<file path="src/rtl/hazard_control_unit.sv">
// Hazard and forwarding controller for the five-stage pipeline.
// It makes the operand forward selects, handles load-use stalls and
// taken-branch flushes, and holds the front of the pipeline while a
// multi-cycle multiply or divide occupies the execute stage.
module hazard_control_unit #(
  parameter int MUL_LATENCY = 3,
  parameter int DIV_LATENCY = 8
) (
  input  logic       clock,
  input  logic       reset,
  input  logic [4:0] Rs1D,
  input  logic [4:0] Rs2D,
  input  logic [4:0] Rs1E,
  input  logic [4:0] Rs2E,
  input  logic [4:0] RdE,
  input  logic [4:0] RdM,
  input  logic [4:0] RdW,
  input  logic       RegWriteM,
  input  logic       RegWriteW,
  input  logic       LoadE,
  input  logic       PCSrcE,
  input  logic       MulDivStartE,
  input  logic       MulDivOpE,
  output logic       StallF,
  output logic       StallD,
  output logic       StallE,
  output logic       FlushD,
  output logic       FlushE,
  output logic       FlushM,
  output logic [1:0] ForwardAE,
  output logic [1:0] ForwardBE,
  output logic       MulDivBusy,
  output logic       MulDivDone
);

  localparam int MAX_LAT = (MUL_LATENCY > DIV_LATENCY) ? MUL_LATENCY : DIV_LATENCY;
  localparam int CNT_W   = (MAX_LAT > 2) ? $clog2(MAX_LAT) : 1;

  // The start cycle and the final BUSY cycle (counter == 0) are both stall
  // cycles, so the counter is preloaded with L - 2.
  localparam logic [CNT_W-1:0] MUL_LOAD = CNT_W'(MUL_LATENCY - 2);
  localparam logic [CNT_W-1:0] DIV_LOAD = CNT_W'(DIV_LATENCY - 2);

  localparam logic [1:0] FWD_RF  = 2'b00;
  localparam logic [1:0] FWD_WB  = 2'b01;
  localparam logic [1:0] FWD_MEM = 2'b10;

  typedef enum logic [1:0] {
    IDLE = 2'd0,
    BUSY = 2'd1,
    DONE = 2'd2
  } state_t;

  state_t           state_q;
  logic [CNT_W-1:0] cnt_q;

  logic lw_stall;
  logic mc_stall;

  // Operand select: the younger memory-stage result beats writeback, and
  // x0 is hard-wired zero so it is never forwarded.
  function automatic logic [1:0] fwd_sel(
    input logic [4:0] rs,
    input logic [4:0] rd_m,
    input logic       we_m,
    input logic [4:0] rd_w,
    input logic       we_w
  );
    logic [1:0] sel;
    sel = FWD_RF;
    if (rs != 5'd0) begin
      if (we_m && (rd_m == rs)) begin
        sel = FWD_MEM;
      end else if (we_w && (rd_w == rs)) begin
        sel = FWD_WB;
      end
    end
    return sel;
  endfunction

  // Forward selects for both execute-stage operands.
  always_comb begin
    ForwardAE = fwd_sel(Rs1E, RdM, RegWriteM, RdW, RegWriteW);
    ForwardBE = fwd_sel(Rs2E, RdM, RegWriteM, RdW, RegWriteW);
  end

  // Hazard detection and the combined stall/flush outputs.
  always_comb begin
    lw_stall   = LoadE && (RdE != 5'd0) && ((RdE == Rs1D) || (RdE == Rs2D));
    // The start cycle stalls immediately, before the FSM leaves IDLE.
    mc_stall   = ((state_q == IDLE) && MulDivStartE) || (state_q == BUSY);
    // A taken branch discards the younger instructions, so holding them is pointless.
    StallF     = (lw_stall || mc_stall) && !PCSrcE;
    StallD     = (lw_stall || mc_stall) && !PCSrcE;
    StallE     = mc_stall;
    FlushD     = PCSrcE;
    FlushE     = PCSrcE || lw_stall;
    // Bubble into memory while execute is held so nothing is retired twice.
    FlushM     = mc_stall;
    MulDivBusy = mc_stall;
    MulDivDone = (state_q == DONE);
  end

  // Multi-cycle sequencer: latches the latency at start, counts down in BUSY,
  // then spends one DONE cycle releasing the stall.
  always_ff @(posedge clock) begin
    if (reset) begin
      state_q <= IDLE;
      cnt_q   <= '0;
    end else begin
      case (state_q)
        IDLE: begin
          if (MulDivStartE) begin
            state_q <= BUSY;
            cnt_q   <= MulDivOpE ? DIV_LOAD : MUL_LOAD;
          end
        end
        BUSY: begin
          if (cnt_q == '0) begin
            state_q <= DONE;
          end else begin
            cnt_q <= cnt_q - 1'b1;
          end
        end
        DONE: begin
          state_q <= IDLE;
        end
        default: begin
          state_q <= IDLE;
          cnt_q   <= '0;
        end
      endcase
    end
  end

endmodule

</file>
<file path="config.mk">
export PLATFORM = sky130hd
export DESIGN_NAME = hazard_control_unit
export DESIGN_NICKNAME = d
export VERILOG_FILES = /design/src/rtl/hazard_control_unit.sv
export SDC_FILE = /design/constraint.sdc
export NUM_CORES = 1
export LEC_CHECK = 0
export BUFFER_PORTS_ARGS = -buffer_cell sky130_fd_sc_hd__buf_4
export CAP_MARGIN = 20
export CORE_MARGIN = 5
export CORE_UTILIZATION = 36
export DETAILED_ROUTE_END_ITERATION = 8
export PLACE_DENSITY_LB_ADDON = 0.12
export SETUP_SLACK_MARGIN = 0.15
export SLEW_MARGIN = 15
export SYNTH_ARGS = -nofsm -noshare
export SYNTH_HDL_FRONTEND = slang
export SYNTH_SLANG_ARGS = --single-unit
</file>
<file path="constraint.sdc">
create_clock -name clock -period 1.35 [get_ports clock]
set_input_delay 0.0675 -clock clock [delete_from_list [all_inputs] [get_ports clock]]
set_output_delay 0.0675 -clock clock [all_outputs]
set_load 0.02 [all_outputs]
</file>
Word-level counts from Yosys, hierarchy flattened
Cells that the tools add are included.
{"block": "word_totals", "reg_bits": 5, "input_bits": 43, "wordCells": 48}
{"block": "classes", "add_sub_neg": 1, "n_eq_ne": 11, "n_mux": 13, "bitwise_logic": 1, "reduce_logical": 20}
{"operator": "5-bit == test", "n": 6}
{"operator": "5-bit nonzero test", "n": 3}
{"operator": "2-bit two-way mux", "n": 6}
{"operator": "3-bit two-way mux", "n": 3}
{"operator": "3-bit one-hot mux with 3 select lines", "n": 1}
{"operator": "1-bit logical AND", "n": 8}
{"operator": "1-bit logical OR", "n": 4}
{"operator": "2-bit inequality test, second input constant", "n": 2}
{"operator": "2-bit one-hot mux with 2 select lines", "n": 1}
{"operator": "3-bit zero test", "n": 1}
{"operator": "3-bit AND reduction", "n": 1}
{"operator": "3-bit by 1-bit subtractor with 3-bit output, second input constant", "n": 1}
{"operator": "2-bit by 1-bit == test with 1-bit output, second input constant", "n": 1}
{"operator": "2-bit == test, second input constant", "n": 1}
{"operator": "2-bit zero test", "n": 1}
{"operator": "1-bit two-way mux", "n": 2}
{"operator": "2-bit by 1-bit inequality test with 1-bit output, second input constant", "n": 1}
{"operator": "2-bit AND reduction", "n": 1}
{"operator": "1-bit zero test", "n": 1}
{"operator": "1-bit NOT", "n": 1}

Logic depth before layout (Yosys ltp)
Gate-level depths: netlist (run 1).
{"block": "logic_depth", "word_depth": 5, "depth_mapped": 7, "ltp_nobuf": 7}

Least setup slack after synthesis (run 1)
No wires, ideal clock.
{"block": "synth_timing", "path_kind": "input to output", "startpoint": "input RdE[3]", "endpoint": "output StallF", "arrival_time_ns": 1.395, "required_ns": 1.283, "path_slack_ns": -0.112, "path_stages": 5, "n_path_buf": 1, "cell_sequence": "xor2_1 > nor3_1 > a22oi_1 > o31ai_1 > buf_4"}
{"block": "synth_via", "elab_chain_len": 5, "elab_cells_between_ends": 8}
{"item": "start: declaration", "line_no": "15", "text": "input logic [4:0] RdE,"}
{"item": "5-bit == test / 5-bit nonzero test (equally long branches)", "line_no": "89", "text": "lw_stall = LoadE && (RdE != 5'd0) && ((RdE == Rs1D) || (RdE == Rs2D));"}
{"item": "1-bit logical OR / 1-bit logical AND (equally long branches)", "line_no": "89"}
{"item": "1-bit logical AND *", "line_no": "89"}
{"item": "1-bit logical OR *"}
{"item": "1-bit logical AND *"}
{"item": "end: declaration", "line_no": "24", "text": "output logic StallF,"}
Mark *: on every way between the ends. The rest lies on a longest branch, timed or not.

Final worst setup path (run 1)
{"block": "layout_timing", "startpoint": "register cnt_q[0]", "endpoint": "register cnt_q[0]"}
{"block": "layout_via", "elab_chain_len": 3, "elab_cells_between_ends": 6}
{"item": "start: declaration", "line_no": "55", "text": "logic [CNT_W-1:0] cnt_q;"}
{"item": "start signal: assignment", "line_no": "115", "text": "cnt_q <= MulDivOpE ? DIV_LOAD : MUL_LOAD;"}
{"item": "start signal: assignment", "line_no": "122", "text": "cnt_q <= cnt_q - 1'b1;"}
{"item": "3-bit by 1-bit subtractor with 3-bit output / 3-bit zero test (equally long branches)", "line_no": "122, 119"}
{"item": "3-bit two-way mux / 2-bit inequality test (equally long branches)"}
{"item": "3-bit one-hot mux with 3 select lines / 3-bit AND reduction (equally long branches)"}
Several ways; a longest one is shown, not always the timed one. The select of a mux whose other input is x is not followed.
A chain may end at the register's enable or synchronous reset.

==> results of run 1 <==
==> flip-flops by register name, summed over array words and instances, names as in the netlist <==
name	count
cnt_q	3
state_q	2
==> path summary, 6_finish.rpt <==
| check | end | slack [ns] | cells after the start |
|---|---|---|---|
| setup reg to reg | cnt_q[0] | -0.04 | 7 |
| hold reg to reg | cnt_q[0] | 0.48 | 2 |
| hold / removal | cnt_q[0] | 0.02 | 2 |
| setup / recovery | cnt_q[0] | -0.04 | 7 |
==> per-layer routing <==
| layer | GRT usage, % | part of all wire, % | routed length (um) | up-vias |
|---|---|---|---|---|
| met1 | 16.3 | 35 | 903 | 435 |
| met3 | 3.71 | 7.5 | 195 | 4 |
| li1 | - | - | - | 452 |
| met4 | 5.42 | 1.7 | 44 | 0 |
| met2 | 30.1 | 56 | 1460 | 32 |
| met5 | 0 | 0 | 0 | - |
==> stage by stage <==
stage | hold slack (ns) | area (um^2) | std cells
floorplan | 0.123 | 790 | 93
global placement | 0.263 | 1210 | 173
detailed placement | 0.264 | 1210 | 173
CTS | 0.0128 | 1350 | 181
global route | 0.0280 | 1540 | 187
finish | 0.0186 | 1540 | 187
==> cells in the mapped netlist (2+ instances only) <==
cell type	number	area [um^2]
ha_1	2	25.0
dfxtp_1	5	100
xor2_1	21	184
or3_1	2	12.5
xnor2_1	8	70.1
buf_6	2	22.5
nor2_1	6	22.5
nor2b_1	2	12.5
nor3_1	6	30.0
or4_1	2	15.0
inv_1	5	18.8
or3b_1	2	17.5
a21oi_1	2	10.0
nor4_1	4	25.0
nand2_1	2	7.51
and3_1	2	12.5
a221oi_1	2	17.5
buf_4	4	30.0
a21oi_2	2	17.5
==> cell type report <==
| class | instances | share of cell area, % |
|---|---|---|
| Multi-Input combinational cell | 77 | 48.1 |
| Timing Repair Buffer | 69 | 39.6 |
| Sequential cell | 5 | 7.13 |
| Tap cell | 27 | 2.19 |
| Clock buffer | 4 | 1.70 |
| Inverter | 5 | 1.22 |
==> worst max-delay path: cells and delay by family (launching register included) <==
family          cells  cell delay (ns)
simple gates        2             0.44
fa+ha+maj           2             0.31
flops               1             0.33
compound gates      2             0.20
buf+inv             1             0.05
==> logic make-up after synthesis <==
family,share of synthesized area [%]
compound gates,13.3
xor+xnor,33.3
fa+ha+maj,3.28
buf+inv,9.36
flops,13.1
mux,1.31
simple gates,26.3
==> where the power goes <==
part           leakage [nW]  internal (mW)  total [mW]  switching (mW)
sequential           0.0433          0.173       0.185          0.0127
clock                0.0150          0.112       0.180          0.0676
combinational         0.619          0.397       0.704           0.307
total                 0.677          0.682        1.07           0.387
==> repair_timing <==
item	in CTS	in global routing
setup buffers	4	6
gates resized for setup	23	31
pin swaps	13	10
setup endpoints to repair	12	13
==> flow_summary.json, run 1 <==
{
  "worst_setup_path_end_kind": "flop",
  "slew-limit-headroom_pct": 77.7,
  "hold_class": "primary input to flop",
  "vias_per_cell": 4.94,
  "layout_commonest_cell": "buf_4",
  "numCtsBuffers": 3,
  "cpPeakStageDelay_ns": 0.37,
  "fin_nets": 206,
  "path_cells": "inv_2 -> ha_4 -> ha_4 -> nand2b_4 -> a22oi_4 -> or3_4 -> a21oi_2",
  "holdBufCountCts": 0,
  "area_growth_pct": 103,
  "crit_path_start": "cnt_q[0]",
  "grt_usage_pct": 15.7,
  "regArea_um2": 110,
  "place_congestion": 0.804,
  "drtIter0Drc": 4,
  "h-tree-depth": 1,
  "ys_seq_area_share_pct": 13.1,
  "drc": 0,
  "arrival_ns": 1.58,
  "critPathRequiredTime_ns": 1.53,
  "cts_tree": "built",
  "synth_cells": 93,
  "grt_setup_unrepaired": "true",
  "root_buffer": "clkbuf_4",
  "pin_count": 55,
  "vias": 923,
  "grt_overflow": 0,
  "clockBufferDepth": 2,
  "pre_cts_ws_ns": -0.0740,
  "syn_nets": 138,
  "setup_ws_ns": -0.0448,
  "final_antenna_net_count": 0,
  "multi_input_area_um2": 743,
  "io_buffers": 54,
  "crit_top_cell": "ha_4",
  "clock-skew-final_ns": 0.00250,
  "fmax_ghz": 0.717,
  "die_x_um": 56.0,
  "antenna_cells": 0,
  "final_util_pct": 77.9,
  "synth_edf_count": 0,
  "path_clk_slew_ns": 0.04,
  "fill_cells": 144,
  "ys_types": 31,
  "cp_slowest_cell": "or3_4",
  "synth-seq-cells": 5,
  "grt_pass1_vias": 963,
  "hold_viol_final": 0,
  "rows": 16,
  "setup_violations": 4,
  "grt_max_degree": 9,
  "post_drt_wl_per_cell_um": 13.9,
  "period_share_pct": 103,
  "violations": "setup timing",
  "p_per_area_nw_per_um2": 693,
  "r2r-start": "cnt_q[0]",
  "clkSinkCount": 5,
  "grt_pass1_wl_um": 3970,
  "drive_gt1_share_pct": 65.0,
  "worstHoldStart": "reset",
  "maxCapViolCount": 0,
  "chipHeight_um": 56.0,
  "initial_core_util_pct": 38.4,
  "setup_tns_ns": -0.111,
  "antenna_found_initial": 0,
  "worstSetupPathType": "flop to flop",
  "wl_um": 2610,
  "first_pass_iters": 2,
  "hpwl_um": 1930,
  "fp.coreArea_um2": 1980,
  "synthArstFlopShare_pct": 0,
  "tightest_slew_ns": 0.332,
  "yosys_warnings": 0,
  "final_cell_mix": "buf_4 (47), xor2_1 (19), buf_6 (19), xnor2_1 (8), nor3_1 (5)",
  "fin_crit_ns": 1.39,
  "syn_avg_cell_area_um2": 8.19,
  "die-area_um2": 3140,
  "ys.flop_type": "dfxtp_1",
  "worst-path-max-fanout": 4,
  "power.leakage_nw": 0.677,
  "critPathLaunchType": "flop",
  "p_total_mw": 1.07,
  "syn_area_um2": 762,
  "ir_drop_mv": 0.382,
  "clkLatencyLatePin_ns": 0.25,
  "status": "finished with violations",
  "drv_slew": 0
}
Note: power is estimated with default switching activity, not from simulation.
==> inputs of run 2 (changes only) <==
--- a/config.mk
+++ b/config.mk
@@ -9,4 +9,5 @@
 export CAP_MARGIN = 20
-export CORE_MARGIN = 5
-export CORE_UTILIZATION = 36
+export CELL_PAD_IN_SITES_DETAIL_PLACEMENT = 2
+export CELL_PAD_IN_SITES_GLOBAL_PLACEMENT = 2
+export CORE_UTILIZATION = 18
 export DETAILED_ROUTE_END_ITERATION = 8
==> constraint.sdc (replaced) <==
create_clock -name clock -period 1.35 [get_ports clock]
set_input_delay 0.3375 -clock clock [delete_from_list [all_inputs] [get_ports clock]]
set_output_delay 0.3375 -clock clock [all_outputs]
set_load 0.02 [all_outputs]
==> run 2 against run 1 <==
Via count grew 7.5%. Combinational power increased by 11%. Highest routed layer unchanged. Sequential power about the same. Count of clock-buffer cells in the layout unchanged. Wire length grew 36%. The run still ends with setup timing left. Die area up 43%. Design area increased by 19%. Critical endpoint is now ForwardBE[0]. Total power rose by 17%. Utilization down 32 points. Non-clock buffer count grew 16. First-iteration DRC count rose to 6.3 times the previous value.
==> flow_summary.json, run 2 (synthesis results as in run 1) <==
{
  "hold_class": "primary input to flop",
  "post_drt_wl_per_cell_um": 15.7,
  "p_sw_mw": 0.440,
  "post_dp_cell_area_um2": 1470,
  "fmax_ghz": 0.553,
  "fin_crit_ns": 1.81,
  "die_x_um": 67.1,
  "worst_setup_path_end_kind": "output port",
  "dp_cells": 213,
  "vias_per_cell": 4.39,
  "finalNonFillerCells": 226,
  "crit_path_start": "Rs2E[1]",
  "regMostFlops": "cnt_q",
  "grt_max_degree": 8,
  "clkLatencyLatePin_ns": 0.23,
  "grt_pass1_wl_um": 5260,
  "ir_drop_mv": 0.203,
  "fin_hold_ws_ns": 0.314,
  "slew-limit-headroom_pct": 82.4,
  "layout_commonest_cell": "buf_4",
  "arrival_ns": 1.47,
  "period_share_pct": 134,
  "area_growth_pct": 142,
  "clockBufferDepth": 2,
  "whs_endpoint": "cnt_q[0]",
  "critPathRequiredTime_ns": 1.01,
  "initial_core_util_pct": 18.9,
  "numCtsBuffers": 3,
  "final_util_pct": 45.7,
  "hold_viol_final": 0,
  "io_buffers": 54,
  "r2r_slack_ns": -0.05,
  "cts_tree": "built",
  "crit_top_cell": "buf_4",
  "pwr-share-clk_pct": 23.1,
  "cpPeakStageDelay_ns": 0.26,
  "violations": "setup timing",
  "setup_ws_ns": -0.458,
  "final_cell_area_um2": 1840,
  "vias": 992,
  "clkSinkCount": 5,
  "setup_violations": 13,
  "p_per_area_nw_per_um2": 679,
  "die-area_um2": 4500,
  "path_clk_slew_ns": 0.04,
  "drive_gt1_share_pct": 73.9,
  "status": "finished with violations",
  "fin_nets": 222,
  "grt_overflow": 0,
  "setup_tns_ns": -2.82,
  "path_cells": "buf_4 -> xor2_1 -> nor4_1 -> and3_1 -> buf_4 -> nor4_4 -> buf_4",
  "worstHoldStart": "reset",
  "antenna_found_initial": 0,
  "drtIter0Drc": 25,
  "maxCapViolCount": 0,
  "grt_setup_unrepaired": "true",
  "r2r-start": "cnt_q[0]",
  "chipHeight_um": 67.1,
  "r2r_end": "cnt_q[2]",
  "seqPwrFrac_pct": 14.8,
  "rows": 23,
  "p_total_mw": 1.25,
  "power.leakage_nw": 0.790,
  "grt_pass1_vias": 1127,
  "drc": 0,
  "reg2reg_depth": 5,
  "whs_path_depth": 2,
  "largest_reg_flops": 3,
  "tightest_slew_ns": 0.264,
  "p_int_mw": 0.812,
  "power_frac_comb_pct": 62.1,
  "switching_share_pct": 35.1,
  "antenna_cells": 0,
  "critPathLaunchType": "primary input",
  "final_antenna_net_count": 0,
  "reg_top3": "cnt_q: 3 flops, state_q: 2 flops",
  "pin_count": 55,
  "hpwl_um": 2790,
  "place_congestion": 0.799,
  "h-tree-depth": 1,
  "cp_slowest_cell": "xor2_1",
  "worstSetupPathType": "primary input to output port",
  "drv_slew": 0,
  "pre_cts_ws_ns": -0.551,
  "fp.coreArea_um2": 4030,
  "grt_usage_pct": 16.1,
  "final_cell_mix": "buf_4 (51), buf_6 (29), xor2_1 (16), xnor2_1 (8)",
  "wl_um": 3540,
  "holdBufCountCts": 0,
  "clock-skew-final_ns": 0.000511,
  "root_buffer": "clkbuf_8",
  "first_pass_iters": 2,
  "worst-path-max-fanout": 3
}
-- run 2: metal layers --
metal  vias to the layer above  routed length [um]  GRT usage, %
met2                        24                2090          32.0
met4                         0                  84          7.98
li1                        479                   -             -
met1                       482                1210          15.8
met5                         -                   0             0
met3                         7                 155          1.88
-- run 2: timing repair --
action                                  in CTS  in global routing
setup buffers                                5                  4
resized for setup                           43                 20
pin swaps                                   25                 13
endpoints found under the setup margin      14                 14
-- run 2: worst max-delay path: cells and delay by family --
family                 cells  cell delay, ns
XOR/XNOR                   1            0.26
AND/OR/NAND/NOR            3            0.41
buffers and inverters      3            0.46
-- run 2: power by group through the flow --
stage	Clock, mW	Combinational (mW)	Sequential, mW
2_1_floorplan	0	0.350	0.180
3_3_place_gp	0	0.585	0.182
3_5_place_dp	0	0.613	0.183
4_1_cts	0.296	0.717	0.185
5_1_grt	0.302	0.846	0.187
6_report	0.289	0.778	0.185
-- run 2: cell type report --
class,count,area (um^2)
clock buffers,4,45.0
repair buffers,85,785
fillers,440,2190
inverters,5,18.8
flip-flops and latches,5,105
multi-input cells,77,827
well taps,50,62.6
-- run 2: worst max path at each step --
stage / to / cells after the start
finish: ForwardBE[0] / 7
global route: ForwardBE[0] / 7
CTS: ForwardAE[1] / 6
detailed placement: ForwardAE[1] / 6
global placement: ForwardAE[1] / 6
floorplan: StallF / 5
